[src/rtl/sound_latch_mailbox.sv]
// 68k <-> Z80 sound mailbox: a command latch toward the Z80 with an interrupt request,
// and a reply latch back to the 68k. Every strobe is edge-detected and every output is registered.
module sound_latch_mailbox #(
    parameter int unsigned LATCH_HI    = 1,
    parameter int unsigned IRQ_TIMEOUT = 0
) (
    input  logic        clk,
    input  logic        reset,
    input  logic        m68k_latch_cs,
    input  logic        z80_latch_read_cs,
    input  logic [15:0] m68k_dout,
    input  logic        m68k_uds_n,
    input  logic        m68k_lds_n,
    input  logic        z80_latch_cs,
    input  logic        z80_rd_n,
    input  logic        z80_wr_n,
    input  logic        M1_n,
    input  logic        IORQ_n,
    input  logic [7:0]  z80_dout,
    output logic [7:0]  sound_latch,
    output logic [15:0] reply_latch,
    output logic        z80_irq_n,
    output logic        sound_full,
    output logic        reply_full
);

    localparam int unsigned CntW = (IRQ_TIMEOUT > 0) ? $clog2(IRQ_TIMEOUT + 1) : 1;
    localparam logic [CntW-1:0] CntLast = CntW'((IRQ_TIMEOUT > 0) ? IRQ_TIMEOUT - 1 : 0);
    localparam logic [CntW-1:0] CntMax  = {CntW{1'b1}};

    typedef enum logic {StIdle, StPend} irq_state_e;

    irq_state_e      state_q, state_d;
    logic [CntW-1:0] cnt_q, cnt_d;
    logic [7:0]      sound_q, sound_d;
    logic [7:0]      reply_q, reply_d;
    logic            sound_full_q, sound_full_d;
    logic            reply_full_q, reply_full_d;

    // Level strobes and their one-clock history
    logic m68k_wr, z80_wr, z80_rd, ack;
    logic m68k_wr_q, z80_wr_q, z80_rd_q, m68k_rd_q, ack_q;
    logic m68k_wr_edge, z80_wr_edge, z80_rd_edge, m68k_rd_edge, ack_edge;
    logic [7:0] m68k_byte;

    assign m68k_wr   = m68k_latch_cs & ((LATCH_HI != 0) ? ~m68k_uds_n : ~m68k_lds_n);
    assign m68k_byte = (LATCH_HI != 0) ? m68k_dout[15:8] : m68k_dout[7:0];
    assign z80_wr    = z80_latch_cs & ~z80_wr_n;
    assign z80_rd    = z80_latch_cs & ~z80_rd_n;
    assign ack       = ~M1_n & ~IORQ_n;

    assign m68k_wr_edge = m68k_wr & ~m68k_wr_q;
    assign z80_wr_edge  = z80_wr & ~z80_wr_q;
    assign z80_rd_edge  = z80_rd & ~z80_rd_q;
    assign m68k_rd_edge = z80_latch_read_cs & ~m68k_rd_q;
    assign ack_edge     = ack & ~ack_q;

    always_comb begin
        sound_d      = sound_q;
        sound_full_d = sound_full_q;
        reply_d      = reply_q;
        reply_full_d = reply_full_q;
        // Writes are applied after reads so a coincident write leaves the flag set
        if (z80_rd_edge) sound_full_d = 1'b0;
        if (m68k_wr_edge) begin
            sound_d      = m68k_byte;
            sound_full_d = 1'b1;
        end
        if (m68k_rd_edge) reply_full_d = 1'b0;
        if (z80_wr_edge) begin
            reply_d      = z80_dout;
            reply_full_d = 1'b1;
        end
    end

    always_comb begin
        state_d = state_q;
        cnt_d   = cnt_q;
        unique case (state_q)
            StIdle: cnt_d = '0;
            StPend: begin
                if (IRQ_TIMEOUT > 0 && cnt_q != CntMax) cnt_d = cnt_q + 1'b1;
                if (ack_edge || (IRQ_TIMEOUT > 0 && cnt_q == CntLast)) state_d = StIdle;
            end
        endcase
        // A fresh request beats a coincident acknowledge or timeout
        if (m68k_wr_edge) begin
            state_d = StPend;
            cnt_d   = '0;
        end
    end

    always_ff @(posedge clk) begin
        if (reset) begin
            state_q      <= StIdle;
            cnt_q        <= '0;
            sound_q      <= 8'h00;
            reply_q      <= 8'h00;
            sound_full_q <= 1'b0;
            reply_full_q <= 1'b0;
            m68k_wr_q    <= 1'b0;
            z80_wr_q     <= 1'b0;
            z80_rd_q     <= 1'b0;
            m68k_rd_q    <= 1'b0;
            ack_q        <= 1'b0;
        end else begin
            state_q      <= state_d;
            cnt_q        <= cnt_d;
            sound_q      <= sound_d;
            reply_q      <= reply_d;
            sound_full_q <= sound_full_d;
            reply_full_q <= reply_full_d;
            m68k_wr_q    <= m68k_wr;
            z80_wr_q     <= z80_wr;
            z80_rd_q     <= z80_rd;
            m68k_rd_q    <= z80_latch_read_cs;
            ack_q        <= ack;
        end
    end

    assign sound_latch = sound_q;
    assign reply_latch = {reply_q, reply_q};
    assign z80_irq_n   = (state_q == StIdle);
    assign sound_full  = sound_full_q;
    assign reply_full  = reply_full_q;

endmodule
[config.mk]
export PLATFORM = sky130hd
export DESIGN_NAME = sound_latch_mailbox
export DESIGN_NICKNAME = d
export VERILOG_FILES = /design/src/rtl/sound_latch_mailbox.sv
export SDC_FILE = /design/constraint.sdc
export NUM_CORES = 1
export LEC_CHECK = 0
export BUFFER_PORTS_ARGS = -buffer_cell sky130_fd_sc_hd__clkbuf_2
export CORE_UTILIZATION = 35
export CTS_CLUSTER_SIZE = 16
export DETAILED_ROUTE_END_ITERATION = 8
export PLACE_DENSITY = 0.8
export SYNTH_ARGS = -nofsm -noshare
export SYNTH_HDL_FRONTEND = slang
export SYNTH_SLANG_ARGS = --single-unit
[constraint.sdc]
create_clock -name clk -period 2.56 [get_ports clk]
set_clock_uncertainty 0.15 [all_clocks]
set_input_delay 0.384 -clock clk [delete_from_list [all_inputs] [get_ports clk]]
set_output_delay 0.384 -clock clk [all_outputs]
set_load 0.01 [all_outputs]
==> results.sh <==
export IMPL_status="finished, final reports clean"
export IMPL_r2r_start="m68k_wr_q"
export IMPL_tritoncts="done"
export IMPL_die_area_um2=2740
export IMPL_fmax_ghz=0.735
export IMPL_synthTopCellsByArea="dfxtp_1 54%, nand2_1 14%, a21oi_1 11%"
export IMPL_drt_initial_drc_count=11
export IMPL_grt_start_max_net_pins=25
export IMPL_track_usage_pct=13.8
export IMPL_worstSkewPairLatency_ps=290
export IMPL_cts_root_buffer="clkbuf_4"
export IMPL_post_synth_cell_area_avg_um2=8.71
export IMPL_period_needed_ps=1360
export IMPL_cts_max_level=1
export IMPL_synthCells=102
export IMPL_max_clock_path_buffers=2
export IMPL_period_share_pct=53.2
export IMPL_worst_path_max_fanout=3
export IMPL_reg2reg_to="sound_latch[7]"
export IMPL_synth_seq_cells=24
export IMPL_crit_arrival_ps=830
export IMPL_worst_pin_slew_ps=470
export IMPL_synth_area_um2=888
export IMPL_cts_buffers=3
export IMPL_path_cells="clkbuf_2"
export IMPL_area_growth_pct=29.0
export IMPL_initial_utilization_pct=38.7
export IMPL_hold_end="ack_q"
export IMPL_power_density_nw_per_um2=652
export IMPL_grt_pass1_vias=700
export IMPL_numClockSinks=24
export IMPL_r2r_slack_ps=1250
export IMPL_portBuffers=52
export IMPL_fin_tns_setup_ps=0
export IMPL_dieWidth_um=52.4
export IMPL_slew_viol_final=0
export IMPL_clk_pin_slew_ps=130
export IMPL_hold_violations=0
export IMPL_cpPeakStageDelay_ps=380
export IMPL_yosysUniqueCellTypes=15
export IMPL_maxCapViolCount=0
export IMPL_critPathLaunchType="flip-flop"
export IMPL_wl_um=1720
export IMPL_rsz0062_at_grt="false"
export IMPL_hp_start="IORQ_n"
export IMPL_irDropWorstVdd_mv=0.361
export IMPL_timing_slew_headroom_pct=68.6
export IMPL_setup_viol=0
export IMPL_synth_largest_area_cell="dfxtp_1"
export IMPL_setup_ws_ps=1200
export IMPL_final_common_cell="clkbuf_2"
export IMPL_wire_per_inst_um=9.90
export IMPL_hold_depth=2
export IMPL_drc=0
export IMPL_rows=17
export IMPL_coreArea_um2=2300
export IMPL_dp_hpwl_um=1370
export IMPL_num_io_pins=62
export IMPL_syn_num_nets=137
export IMPL_total_power_uw=747
export IMPL_hp_class="in -> reg"
export IMPL_vias_per_cell=4.51
export IMPL_preCtsSetupSlack_ps=1030
export IMPL_dr_pass1_iters=3
export IMPL_endpoint_kind="primary output"
export IMPL_gp_congestion=0.643
export IMPL_grt_pass1_wl_um=2780
export IMPL_cp_num_buf_inv=1
export IMPL_nets=182
export IMPL_ys_warn_count=0
export IMPL_cp_required_ps=2030
export IMPL_cts_setup_buffers=0
export IMPL_synth_top_area_share_pct=54.1
export IMPL_mostFrequentLayoutCells="52 x clkbuf_2, 32 x nand2_1, 24 x dfxtp_1"
export IMPL_antenna_left=0
export IMPL_antenna_found_initial=0
export IMPL_die_y_um=52.4
export IMPL_critPathTopFamily="flip-flops"
export IMPL_holdBufCountCts=0
export IMPL_num_vias=785
export IMPL_r2r_cells=3
export IMPL_cts_resized=0
export IMPL_criticalPathCategory="reg -> out"
export IMPL_cp_slowest_cell="dfxtp_1"
export IMPL_diodes=0
export IMPL_final_layout_size_suffix_gt1_share_pct=39.7
export IMPL_overflow=0
export IMPL_yosysSeqAreaShare_pct=54.1
export IMPL_leakage_nw=0.543
## Yosys cell counts
cell and instances:
o21ai_0 2, nor3_1 1, a21oi_1 19, buf_6 2, o31ai_1 1, dfxtp_1 24
clkbuf_1 2, or2b_1 1, or3b_1 2, nor2_1 2, nand2_1 32, buf_4 8
inv_1 2, nor3b_2 2, nor3b_1 2
## metal layers
layer	vias up	track usage (%)	part of all wire, %
li1	413	-	-
met1	338	13.5	42
met2	32	26.2	50
met3	2	3.77	6.2
met4	0	6.58	1.5
met5	-	0	0
## worst max-delay path by stage
| stage | from | to | slack [ps] | cells after the start |
|---|---|---|---|---|
| global route | reply_q[4] | reply_latch[4] | 1130 | 1 |
| floorplan | m68k_uds_n | sound_latch[5] | 1270 | 4 |
| CTS | reply_q[4] | reply_latch[4] | 1180 | 1 |
| finish | reply_q[4] | reply_latch[4] | 1200 | 1 |
| detailed placement | m68k_uds_n | sound_latch[4] | 1030 | 4 |
| global placement | m68k_uds_n | sound_latch[5] | 1050 | 4 |
## cell type report
class,instances,area [um^2]
flip-flops and latches,24,480
inverters,2,7.51
well taps,28,35.0
clock inverters,1,30.0
repair buffers,52,260
multi-input cells,64,310
fillers,235,1150
clock buffers,3,22.5
## per-stage QoR
step,cells,hold WS [ps],util (%),instance area (um^2)
after floorplan,102,298,-,888
after global placement,170,293,47.6,1090
after detailed placement,170,305,47.6,1090
after CTS,174,80.3,49.9,1150
after global routing,174,86.3,49.9,1150
final,174,98.1,49.9,1150
## state kept, by name, indices dropped and copies added, names as in the netlist
name         cells
reply_q          8
sound_latch      8
ack_q            1
m68k_rd_q        1
m68k_wr_q        1
reply_full       1
sound_full       1
state_q          1
z80_rd_q         1
z80_wr_q         1
## logic make-up (layout without fill, tap and decap cells)
family	after synthesis	after routing	synth area share, %
AOI/OAI and AO/OA	22	22	12.7
buffers and inverters	14	58	11.0
DFF	24	24	54.1
and+or+nand+nor	42	42	22.3
## where the power goes
group          internal, mW  total, mW  switching [mW]
clock network         0.158      0.261           0.103
logic                0.0395     0.0856          0.0461
registers             0.391      0.400         0.00908
Power figures use the tool's default switching activity.
